`src/rtl/muldiv_iter_unit_pkg.sv`:
```
// Shared types and op-decoding helpers for the iterative multiply/divide unit.
package muldiv_pkg;

   typedef enum logic [2:0] {
      MULT  = 3'd0,
      MULTU = 3'd1,
      MADD  = 3'd2,
      MADDU = 3'd3,
      MSUB  = 3'd4,
      MSUBU = 3'd5,
      DIV   = 3'd6,
      DIVU  = 3'd7
   } op_t;

   typedef enum logic [1:0] {
      IDLE  = 2'd0,
      BUSY  = 2'd1,
      FIXUP = 2'd2,
      DONE  = 2'd3
   } state_t;

   function automatic logic is_signed(input op_t op);
      return (op == MULT) || (op == MADD) || (op == MSUB) || (op == DIV);
   endfunction

   function automatic logic is_div(input op_t op);
      return (op == DIV) || (op == DIVU);
   endfunction

   function automatic logic is_acc(input op_t op);
      return (op == MADD) || (op == MADDU) || (op == MSUB) || (op == MSUBU);
   endfunction

endpackage

```
`src/rtl/muldiv_iter_unit_if.sv`:
```
// EX-stage request/response bundle for muldiv_iter_unit.
interface muldiv_iter_unit_if #(parameter int WIDTH = 32);
   import muldiv_pkg::*;

   // Handshake: EX raises start_i with stable op/operands and holds it until it
   // sees ready_o; the request is taken only in IDLE. The result stays on
   // result_o with ready_o high until start_i drops. annul_i aborts at any edge.
   logic               start_i;
   logic               annul_i;
   op_t                op_i;
   logic [WIDTH-1:0]   opa_i;
   logic [WIDTH-1:0]   opb_i;
   logic [2*WIDTH-1:0] hilo_i;
   logic               busy_o;
   logic               ready_o;
   logic [2*WIDTH-1:0] result_o;

   modport master (
      output start_i, annul_i, op_i, opa_i, opb_i, hilo_i,
      input  busy_o, ready_o, result_o
   );

   modport slave (
      input  start_i, annul_i, op_i, opa_i, opb_i, hilo_i,
      output busy_o, ready_o, result_o
   );

endinterface

```
`src/rtl/muldiv_iter_unit_step.sv`:
```
// One iteration of the shared datapath: right-shifting shift-add multiply or
// left-shifting restoring divide, both on a {hi,lo} accumulator.
module muldiv_step #(
   parameter int WIDTH = 32
) (
   input  logic               div_mode,
   input  logic [2*WIDTH-1:0] acc,
   input  logic [WIDTH-1:0]   operand,
   output logic [2*WIDTH-1:0] acc_next
);

   logic [WIDTH:0] sum;
   logic [WIDTH:0] rem_shift;
   logic [WIDTH:0] diff;

   always_comb begin
      sum       = {1'b0, acc[2*WIDTH-1:WIDTH]} + (acc[0] ? {1'b0, operand} : '0);
      rem_shift = acc[2*WIDTH-1:WIDTH-1];
      diff      = rem_shift - {1'b0, operand};
      acc_next  = acc;
      if (div_mode) begin
         // diff cannot exceed WIDTH bits, so its top bit is a clean borrow flag
         if (!diff[WIDTH]) acc_next = {diff[WIDTH-1:0], acc[WIDTH-2:0], 1'b1};
         else              acc_next = {rem_shift[WIDTH-1:0], acc[WIDTH-2:0], 1'b0};
      end else begin
         acc_next = {sum, acc[WIDTH-1:1]};
      end
   end

endmodule

```
`src/rtl/muldiv_iter_unit.sv`:
```
// Iterative HI/LO multiply, multiply-accumulate and divide unit, one bit per
// cycle on operand magnitudes with the sign applied in a single FIXUP cycle.
module muldiv_iter_unit
   import muldiv_pkg::*;
#(
   parameter int WIDTH = 32
) (
   input  logic               clk,
   input  logic               rst,
   muldiv_iter_unit_if.slave  bus,
   output state_t             fsm_state
);

   localparam int CW = $clog2(WIDTH) + 1;
   localparam int W2 = 2 * WIDTH;

   state_t            state_q, state_d;
   logic [CW-1:0]     cnt_q;
   op_t               op_q;
   logic [WIDTH-1:0]  opnd_q;
   logic [W2-1:0]     acc_q;
   logic [W2-1:0]     hilo_q;
   logic              neg_q;
   logic              neg_rem_q;
   logic [W2-1:0]     result_q;

   logic              accept;
   logic              div0;
   logic              a_neg, b_neg;
   logic [WIDTH-1:0]  a_mag, b_mag;
   logic [W2-1:0]     step_acc;
   logic [W2-1:0]     prod;
   logic [WIDTH-1:0]  quo, rem;
   logic [W2-1:0]     fix_result;
   logic              busy, ready;

   always_comb begin
      accept = (state_q == IDLE) && bus.start_i && !bus.annul_i;
      div0   = is_div(bus.op_i) && (bus.opb_i == '0);
      a_neg  = is_signed(bus.op_i) && bus.opa_i[WIDTH-1];
      b_neg  = is_signed(bus.op_i) && bus.opb_i[WIDTH-1];
      a_mag  = a_neg ? -bus.opa_i : bus.opa_i;
      b_mag  = b_neg ? -bus.opb_i : bus.opb_i;
   end

   muldiv_step #(.WIDTH(WIDTH)) u_step (
      .div_mode (is_div(op_q)),
      .acc      (acc_q),
      .operand  (opnd_q),
      .acc_next (step_acc)
   );

   always_ff @(posedge clk or negedge rst) begin
      if (!rst) state_q <= IDLE;
      else      state_q <= state_d;
   end

   always_comb begin
      state_d = state_q;
      if (bus.annul_i) begin
         state_d = IDLE;
      end else begin
         case (state_q)
            IDLE:  if (bus.start_i) state_d = div0 ? DONE : BUSY;
            BUSY:  if (cnt_q == CW'(WIDTH - 1)) state_d = FIXUP;
            FIXUP: state_d = DONE;
            DONE:  if (!bus.start_i) state_d = IDLE;
            default: state_d = IDLE;
         endcase
      end
   end

   always_comb begin
      busy = (state_q == BUSY) || (state_q == FIXUP);
      ready = (state_q == DONE);
   end

   // Remainder follows the dividend; product and quotient follow the sign xor.
   always_comb begin
      prod = neg_q ? -acc_q : acc_q;
      quo  = neg_q ? -acc_q[WIDTH-1:0] : acc_q[WIDTH-1:0];
      rem  = neg_rem_q ? -acc_q[W2-1:WIDTH] : acc_q[W2-1:WIDTH];
      if (is_div(op_q))                         fix_result = {rem, quo};
      else if ((op_q == MADD) || (op_q == MADDU)) fix_result = hilo_q + prod;
      else if ((op_q == MSUB) || (op_q == MSUBU)) fix_result = hilo_q - prod;
      else                                      fix_result = prod;
   end

   always_ff @(posedge clk or negedge rst) begin
      if (!rst) begin
         cnt_q     <= '0;
         op_q      <= MULT;
         opnd_q    <= '0;
         acc_q     <= '0;
         hilo_q    <= '0;
         neg_q     <= 1'b0;
         neg_rem_q <= 1'b0;
         result_q  <= '0;
      end else if (accept) begin
         cnt_q     <= '0;
         op_q      <= bus.op_i;
         hilo_q    <= bus.hilo_i;
         neg_q     <= a_neg ^ b_neg;
         neg_rem_q <= a_neg;
         if (is_div(bus.op_i)) begin
            opnd_q <= b_mag;
            acc_q  <= {{WIDTH{1'b0}}, a_mag};
         end else begin
            opnd_q <= a_mag;
            acc_q  <= {{WIDTH{1'b0}}, b_mag};
         end
         if (div0) result_q <= {bus.opa_i, {WIDTH{1'b1}}};
      end else if (!bus.annul_i && (state_q == BUSY)) begin
         acc_q <= step_acc;
         cnt_q <= cnt_q + CW'(1);
      end else if (!bus.annul_i && (state_q == FIXUP)) begin
         result_q <= fix_result;
      end
   end

   assign bus.busy_o   = busy;
   assign bus.ready_o  = ready;
   assign bus.result_o = result_q;
   assign fsm_state    = state_q;

endmodule

```
`src/flat_wrapper.sv`:
```
// flat-port wrapper written by rule: the top's interface ports become plain ports
module muldiv_iter_unit_flat import muldiv_pkg::*;
#(
   parameter int WIDTH = 32
)
  (clk, rst, fsm_state, bus_start_i, bus_annul_i, bus_op_i, bus_opa_i, bus_opb_i, bus_hilo_i, bus_busy_o, bus_ready_o, bus_result_o);
  muldiv_iter_unit_if #(.WIDTH(WIDTH)) bus_i ();
  input  logic clk;
  input  logic rst;
  output state_t fsm_state;
  input wire logic [$bits(bus_i.start_i)-1:0] bus_start_i;
  input wire logic [$bits(bus_i.annul_i)-1:0] bus_annul_i;
  input wire logic [$bits(bus_i.op_i)-1:0] bus_op_i;
  input wire logic [$bits(bus_i.opa_i)-1:0] bus_opa_i;
  input wire logic [$bits(bus_i.opb_i)-1:0] bus_opb_i;
  input wire logic [$bits(bus_i.hilo_i)-1:0] bus_hilo_i;
  output wire logic [$bits(bus_i.busy_o)-1:0] bus_busy_o;
  output wire logic [$bits(bus_i.ready_o)-1:0] bus_ready_o;
  output wire logic [$bits(bus_i.result_o)-1:0] bus_result_o;
  assign bus_i.start_i = bus_start_i;
  assign bus_i.annul_i = bus_annul_i;
  assign bus_i.op_i = bus_op_i;
  assign bus_i.opa_i = bus_opa_i;
  assign bus_i.opb_i = bus_opb_i;
  assign bus_i.hilo_i = bus_hilo_i;
  assign bus_busy_o = bus_i.busy_o;
  assign bus_ready_o = bus_i.ready_o;
  assign bus_result_o = bus_i.result_o;
  muldiv_iter_unit #(.WIDTH(WIDTH)) u_core (.clk(clk), .rst(rst), .bus(bus_i), .fsm_state(fsm_state));
endmodule
```
`config.mk`:
```
export PLATFORM = sky130hd
export DESIGN_NAME = muldiv_iter_unit_flat
export DESIGN_NICKNAME = d
export VERILOG_FILES = /design/src/rtl/muldiv_iter_unit_pkg.sv /design/src/rtl/muldiv_iter_unit_if.sv /design/src/rtl/muldiv_iter_unit_step.sv /design/src/rtl/muldiv_iter_unit.sv /design/src/flat_wrapper.sv
export SDC_FILE = /design/constraint.sdc
export NUM_CORES = 1
export LEC_CHECK = 0
export CORE_MARGIN = 4
export CORE_UTILIZATION = 45
export DETAILED_ROUTE_END_ITERATION = 12
export PLACE_DENSITY = 0.74
export SYNTH_ARGS = -nofsm -noshare
export SYNTH_HDL_FRONTEND = slang
export SYNTH_SLANG_ARGS = --single-unit
export TNS_END_PERCENT = 100
```
`constraint.sdc`:
```
create_clock -name clk -period 7.7 [get_ports clk]
set_input_delay 1.925 -clock clk [delete_from_list [all_inputs] [get_ports clk]]
set_output_delay 1.925 -clock clk [all_outputs]
set_load 0.02 [all_outputs]
```
# Yosys cells after proc, flatten, opt, wreduce, memory -nomap -nowiden
# Cells that the tools add are included.
totals:
  elab_cells: 89
  ff_bits: 237
  output_inout_bits: 68
op_classes:
  reduce_logical: 23
  mux: 27
  n_bitwise: 1
  n_addsub: 10
  eq_ne: 19
ops:
  columns: ["operator", "count"]
  rows:
  - ["$mux W64", 12]
  - ["$mux W32", 7]
  - ["$neg A32 Y32", 4]
  - ["$add A64 B64 Y64", 1]
  - ["$neg A64 Y64", 1]
  - ["$sub A64 B64 Y64", 1]
  - ["$add A32 B33 Y33", 1]
  - ["$sub A33 B32 Y33", 1]
  - ["$logic_not A32 Y1", 1]
  - ["$eq A3 B3 Y1 const B", 7]
  - ["$mux W6", 2]
  - ["$mux W2", 5]
  - ["$eq A3 B2 Y1 const B", 3]
  - ["$logic_or A1 B1 Y1", 8]
  - ["$pmux W2 S4", 1]
  - ["$logic_and A1 B1 Y1", 7]
  - ["$add A6 B1 Y6 const B", 1]
  - ["$eq A6 B5 Y1 const B", 1]
  - ["$ne A3 B3 Y1 const B", 2]
  - ["$reduce_and A3 Y1", 2]
  - ["$eq A2 B2 Y1 const B", 2]
  - ["$reduce_bool A2 Y1", 2]
  - ["$logic_not A3 Y1", 1]
  - ["$ne A3 B2 Y1 const B", 1]
  - ["other kinds (6)", 6]

# Depth between registers and ports, before layout
# Gate-level depths: netlist of the first run.
depth:
  word_depth: 9
  ltp_mapped: 27

# Hierarchy
# A second synthesis of the first run with hierarchy kept.
hier_totals:
  cells_unflattened: 3925
  area_unflattened_um2: 28102.0
modules_own_cells:
  columns: ["mod", "area_per_inst_um2", "cells_each", "instances", "seq_area_each_um2"]
  rows:
  - ["muldiv_iter_unit", 23423.7, 3249, 1, 5905.7]
  - ["muldiv_step", 4678.2, 676, 1, 0.0]

# Least setup slack after synthesis of the first run
# Ideal clock, no wire load.
synth_timing:
  kind: "register to register"
  start: "register u_core.acc_q[0]"
  end: "register u_core.result_q[60], in the netlist u_core.bus.result_o[60]"
  path_slack_ns: 1.874
  stages_incl_launch_ff: 24
  setup_time_ns: 0.126
  arrival_ns: 5.700
  t_required_ns: 7.574
  path_buffers: 4
  path_cell_list: "dfrtp_1 -> inv_1 -> buf_1 -> ha_1 -> or3b_2 -> clkbuf_1 -> or2_1 -> buf_2 -> or3_1 -> nand2_1 -> xor2_1 -> inv_1 -> ha_1 -> clkbuf_1 -> nand4_1 -> nor3_1 -> a31oi_1 -> o31ai_1 -> a22oi_1 -> a21bo_2 -> a2111oi_0 -> mux2i_1 -> nand4_1 -> a2bb2oi_1"
synth_between:
  elab_chain_len: 9
  elab_cells_between_ends: 10
  cone_classes: "3 x add/sub; 7 x mux"
synth_lines:
  columns: ["item", "line", "rtl"]
  rows:
  - ["start, declared", "muldiv_iter_unit.sv:21", "logic [W2-1:0] acc_q;"]
  - ["start signal, assigned", "muldiv_iter_unit.sv:107", "acc_q <= {{WIDTH{1'b0}}, a_mag};"]
  - ["start signal, assigned", "muldiv_iter_unit.sv:110", "acc_q <= {{WIDTH{1'b0}}, b_mag};"]
  - ["start signal, assigned", "muldiv_iter_unit.sv:114", "acc_q <= step_acc;"]
  - ["$neg A64 Y64", "muldiv_iter_unit.sv:80", "prod = neg_q ? -acc_q : acc_q;"]
  - ["$mux W64 (*)", "muldiv_iter_unit.sv:80", null]
  - ["$sub A64 B64 Y64", "muldiv_iter_unit.sv:85", "else if ((op_q == MSUB) || (op_q == MSUBU)) fix_result = hilo_q - prod;"]
  - ["$mux W64", "muldiv_iter_unit.sv:85", null]
  - ["$mux W64 (*)", "muldiv_iter_unit.sv:84", "else if ((op_q == MADD) || (op_q == MADDU)) fix_result = hilo_q + prod;"]
  - ["$mux W64 (*)", "muldiv_iter_unit.sv:83", "if (is_div(op_q)) fix_result = {rem, quo};"]
  - ["$mux W64 (*)", "muldiv_iter_unit.sv:116", "end else if (!bus.annul_i && (state_q == FIXUP)) begin"]
  - ["$mux W64 (*)", "muldiv_iter_unit.sv:113", "end else if (!bus.annul_i && (state_q == BUSY)) begin"]
  - ["$mux W64 (*)", "muldiv_iter_unit.sv:99", "end else if (accept) begin"]
  - ["end signal, assigned", "muldiv_iter_unit.sv:112", "if (div0) result_q <= {bus.opa_i, {WIDTH{1'b1}}};"]
  - ["end signal, assigned", "muldiv_iter_unit.sv:117", "result_q <= fix_result;"]
  - ["end, declared", "muldiv_iter_unit.sv:25", "logic [W2-1:0] result_q;"]
# Every way passes the cells marked *; elsewhere a longest branch is shown, timed or not. The select of a mux whose other input is x is not followed.
# A chain may end at the register's enable or synchronous reset.

# Worst setup path in the final report of the first run
layout_timing:
  start: "register u_core.acc_q[11]"
  end: "register u_core.result_q[56], in the netlist u_core.bus.result_o[56]"
# Same word-level chain as after synthesis.

==> results.cfg, run 1 <==
[critical_path]
crit_path_max_fanout = 16
cp_slowest_cell = ha_1
path_class = reg -> reg
cp.depth = 21
crit_path_max_incr_delay_ps = 640
cp-end-kind = register
critPathRequiredTime_ps = 8170
crit_path_cell_trace = nor4_1 -> nand3_1 -> or2_2 -> nand2b_1 -> o21ai_0 -> xnor2_1 -> inv_1 -> ha_1 -> a21o_1 -> a21oi_1 -> o21bai_1 -> a21oi_1 -> o21ai_0 -> a21oi_1 -> o31ai_1 -> a22oi_1 -> a21bo_2 -> a211oi_1 -> nor3_1 -> a2111oi_0 -> o221ai_1
arrival_ps = 7140
critPathTopFamily = compound AO/OA/AOI/OAI gates
crit_path_start_kind = register
path_buf_inv = 1
crit_path_frequent_cell = a21oi_1
reg2reg_depth = 21

[sta]
slew_violations = 0
clock.fmax_ghz = 0.150
period_needed_ps = 6680
worst_pin_slew_ps = 1140
hold_violations = 0
setup_viol = 0
fin_skew_ps = 19.5
rsz0062_at_grt = no
fin_tns_setup_ps = 0
relSlewSlack_pct = 23.0
period_share_pct = 86.7

[layout]
area_growth_pct = 13.0
layout-drive-gt1-share_pct = 4.60
num_antenna_cells = 0
final_common_cell = nand2_1
final_nets = 4122
final_cell_mix = 550 x nand2_1, 395 x a21oi_1, 330 x nor2_1

[yosys]
synth_cell_type_count = 89
synth_top_area_share_pct = 22.0
ys_seq_area_share_pct = 22.0
avgSynthCellArea_um2 = 7.14
synth_top_cells_by_area = dfrtp_1 22%, ha_1 9.4%, nand2_1 7.7%
synth-seq-cells = 236
postSynthCellCount = 3758
ys_warn_count = 0
synth-edff-count = 0
syn_area_um2 = 26800
synth_nets = 4098
synth_flop_cell = dfrtp_1
synth-async-reset-ratio_pct = 100
yosysTopAreaCell = dfrtp_1

[global_routing]
grt_util_met2_pct = 46.7
grt_antenna_before_repair = 2
grt.total_usage_pct = 32.2
grt_start_max_net_pins = 198
grt_pass1_vias = 26900
use_met3_pct = 8.29
grt_pass1_wl_mm = 162
grt_overflow_total = 0
busiest_layer = met2
groute.layer.met1.usage_pct = 46.5

[cts]
cts_max_path_buffers = 3
cts_sinks = 236
cts_hold_buf = 0
clk_pin_slew_worst_paths_ps = 60
clock-root-buffer = clkbuf_16
clkLatencyLatePin_ps = 610
cts-resized-gates = 0
htreeDepth = 1
cts_buffers = 31
cts_setup_buffers = 0
tritoncts = yes

[floorplanning]
initial_utilization_pct = 45.4
die_area_um2 = 63600
dieHeight_um = 252
die_w_um = 252
ioPinCount = 203
core.rowCount = 89
core_um2 = 59000

[detailed_routing]
vias = 29000
drc_errors = 0
first_pass_iters = 6
vias_per_cell = 6.34
wl_per_cell_um = 23.4
drt_iter0_drc = 3574
wl_mm = 107
ant_nets = 0

[placed_design]
routabilityCongestion = 1.04
place_hpwl_mm = 80.4
placement.io_buffers = 202

[flow_run]
max_cap_violations = 0

[outcome]
status = finished clean

[hold_path]
hp-class = reg -> reg
holdPathStages = 2
-- through the flow --
step / instances / worst slack [ps] / util, % / cell area (um^2) / hold slack, ps
floorplan: 3758 / 1870 / - / 26800 / 450
global placement: 4522 / 1290 / 49.6 / 29300 / 467
detailed placement: 4522 / 1220 / 49.6 / 29300 / 472
CTS: 4577 / 1190 / 51.3 / 30300 / 485
global route: 4577 / 568 / 51.3 / 30300 / 512
finish: 4577 / 1020 / 51.3 / 30300 / 483
-- registers in the layout (all words and copies together), names as in the netlist --
signal / count
u_core.fsm_state: 2
u_core.hilo_q: 64
u_core.neg_rem_q: 1
u_core.cnt_q: 6
u_core.bus.result_o: 64
u_core.op_q: 2
u_core.opnd_q: 32
u_core.acc_q: 64
u_core.neg_q: 1
-- cell usage after synthesis, types with 37 or more instances --
cell type / number
a21o_1: 77
or3_1: 37
clkbuf_1: 218
o21ai_0: 321
xor2_1: 127
nand2_1: 553
nor4_1: 57
inv_1: 181
dfrtp_1: 236
o211ai_1: 71
a21oi_1: 395
ha_1: 201
xnor2_1: 139
o21bai_1: 46
nor2_1: 334
a31oi_1: 41
o31ai_1: 44
nand3_1: 51
nor3_1: 91
-- layout make-up --
class / instances / area [um^2]
fill: 5843 / 28700
clock buffer: 41 / 863
timing repair buffer: 243 / 2360
tap: 773 / 967
sequential: 236 / 5910
multi-input combinational: 3085 / 19300
clock inverter: 14 / 184
inverter: 185 / 694
-- metal layers --
metal  vias up  routed length, um
met1     13600              46100
met4         4               4220
met2      1642              43500
met3       265              13200
met5         -                 27
li1      13500                  -
-- worst paths after layout --
path	from	endpoint	slack [ps]
setup reg to reg	u_core.acc_q[11]	u_core.bus.result_o[56]	1020
hold / removal	u_core.opnd_q[25]	u_core.opnd_q[25]	480
setup / recovery	u_core.acc_q[11]	u_core.bus.result_o[56]	1020
max in group asynchronous	rst	u_core.bus.result_o[47]	5070
hold reg to reg	u_core.opnd_q[25]	u_core.opnd_q[25]	480
min in group asynchronous	rst	u_core.hilo_q[17]	1320
-- worst min-delay path, cell delays in order, from the launching register on --
cell and delay, ps:
dfrtp_1 340, nand2_1 50, o21ai_0 60
-- cell families (layout without fill, tap and decap cells) --
| family | Yosys count | count (layout) | share of synthesized area, % |
|---|---|---|---|
| flops | 236 | 236 | 22.0 |
| simple gates | 1303 | 1303 | 21.9 |
| mux | 51 | 51 | 2.11 |
| xor+xnor | 267 | 267 | 8.75 |
| fa+ha+maj | 205 | 205 | 9.68 |
| compound gates | 1259 | 1259 | 29.4 |
| buf+inv | 437 | 483 | 6.17 |
Power of run 1 is left out: the tool's default activity adds up to more than one toggle a clock period on the data nets, which glitch-free logic cannot reach.
==> inputs of run 2 (changes only) <==
--- a/config.mk
+++ b/config.mk
@@ -6,9 +6,10 @@
 export NUM_CORES = 1
 export LEC_CHECK = 0
 export CORE_MARGIN = 4
-export CORE_UTILIZATION = 45
+export CORE_UTILIZATION = 38
 export DETAILED_ROUTE_END_ITERATION = 12
-export PLACE_DENSITY = 0.74
+export PLACE_DENSITY = 0.66
+export SKIP_LAST_GASP = 1
 export SYNTH_ARGS = -nofsm -noshare
 export SYNTH_HDL_FRONTEND = slang
 export SYNTH_SLANG_ARGS = --single-unit
==> run 2 against run 1 <==
  * Register-to-register slack barely moved
  * Routed wire length increased by 1.3%
  * Final area is 0.68% higher
  * Clock skew shrank 2.6 ps
  * Sequential cell count is the same
  * Critical path depth shrank 2
  * Global-route usage shrank 4.6 points
  * Highest routed layer is now met4
==> results.cfg, run 2 (synthesis gave the netlist of run 1 again) <==
[layout]
fillCellCount = 7222
final_common_cell = nand2_1
layout-drive-gt1-share_pct = 4.52
final_nets = 4120
final_cell_mix = 550 x nand2_1, 395 x a21oi_1, 330 x nor2_1
multiInputGateArea_um2 = 19300
area_growth_pct = 13.8
seqCellArea_um2 = 5910

[floorplanning]
die_area_um2 = 74900
core_um2 = 70000
die_w_um = 274
dieHeight_um = 274
initial_utilization_pct = 38.3
ioPinCount = 203
core.rowCount = 97

[cts]
clkLatencyLatePin_ps = 620
cts_sinks = 236
cts_setup_buffers = 0
cts_buffers = 31
htreeDepth = 1
clock-root-buffer = clkbuf_16
cts_hold_buf = 0
tritoncts = yes
cts-resized-gates = 0
clk_pin_slew_worst_paths_ps = 60
cts_max_path_buffers = 3

[critical_path]
startpoint = u_core.acc_q[11]
rr_startpoint = u_core.acc_q[11]
crit_path_max_fanout = 16
critPathRequiredTime_ps = 8230
cp-end-kind = register
path_class = reg -> reg
reg2reg_depth = 19
arrival_ps = 7210
crit_path_start_kind = register

[global_routing]
grt_pass1_wl_mm = 162
grt_start_max_net_pins = 183
grt_antenna_before_repair = 0
grt_overflow_total = 0
use_met3_pct = 5.90
grt_pass1_vias = 26000
groute.layer.met1.usage_pct = 40.4
grt_util_met2_pct = 40.8
busiest_layer = met2
grt.total_usage_pct = 27.6

[placed_design]
place_ws_ps = 1170
placement.io_buffers = 202
place_hpwl_mm = 82.1
routabilityCongestion = 1.02

[detailed_routing]
drc_errors = 0
wl_per_cell_um = 22.9
first_pass_iters = 6
ant_nets = 0
wl_mm = 108
vias = 28800
drt_iter0_drc = 3385
vias_per_cell = 6.07

[sta]
fin_skew_ps = 16.9
rsz0062_at_grt = no
slew_violations = 0
setup_viol = 0
period_needed_ps = 6680
hold_violations = 0
fin_tns_setup_ps = 0
period_share_pct = 86.7
setup_ws_ps = 1020
worst_pin_slew_ps = 1030
clock.fmax_ghz = 0.150
relSlewSlack_pct = 30.4

[flow_run]
max_cap_violations = 0

[hold_path]
hp-class = reg -> reg
holdPathStages = 2
min_from = u_core.opnd_q[25]

[outcome]
status = finished clean
run 2: worst paths after layout:
kind,end,slack [ps]
min,u_core.opnd_q[25],490
max reg2reg,u_core.bus.result_o[50],1020
min in group asynchronous,u_core.acc_q[18],1370
max,u_core.bus.result_o[50],1020
min reg2reg,u_core.opnd_q[25],490
max in group asynchronous,u_core.op_q[1],4860
run 2: routing by layer:
layer	wire [um]	up-vias
met5	0	-
met4	3190	0
met3	12100	163
met2	45300	1450
met1	47900	13700
li1	-	13500
run 2: critical path, cell delays in order, from the launching register on:
cell	delay (ps)
dfrtp_1	450
nor4_1	580
nand3_1	390
or3_1	470
or3_1	330
o31a_1	250
xor2_1	160
ha_1	600
nand2_1	130
o21ai_0	250
a31oi_1	130
a22oi_1	270
a311oi_1	100
a211oi_1	720
a31oi_1	370
o21ai_0	490
a21boi_0	250
xnor2_1	330
a22oi_1	130
o211ai_1	200
run 2: layout make-up:
type	count	area share [%]
antenna	1	0.00820
tap	940	3.85
sequential	236	19.4
clock inverter	14	0.656
inverter	185	2.28
timing repair buffer	241	7.69
clock buffer	42	2.81
multi-input combinational	3085	63.3
run 2: stage by stage:
stage	hold WS, ps	area (um^2)	util [%]	std cells
6_report	487	30500	43.6	4744
4_1_cts	488	30500	43.6	4743
3_3_place_gp	465	29500	42.1	4687
2_1_floorplan	450	26800	-	3758
3_5_place_dp	475	29500	42.1	4687
5_1_grt	522	30500	43.6	4743
Power of run 2 is left out for the same reason.
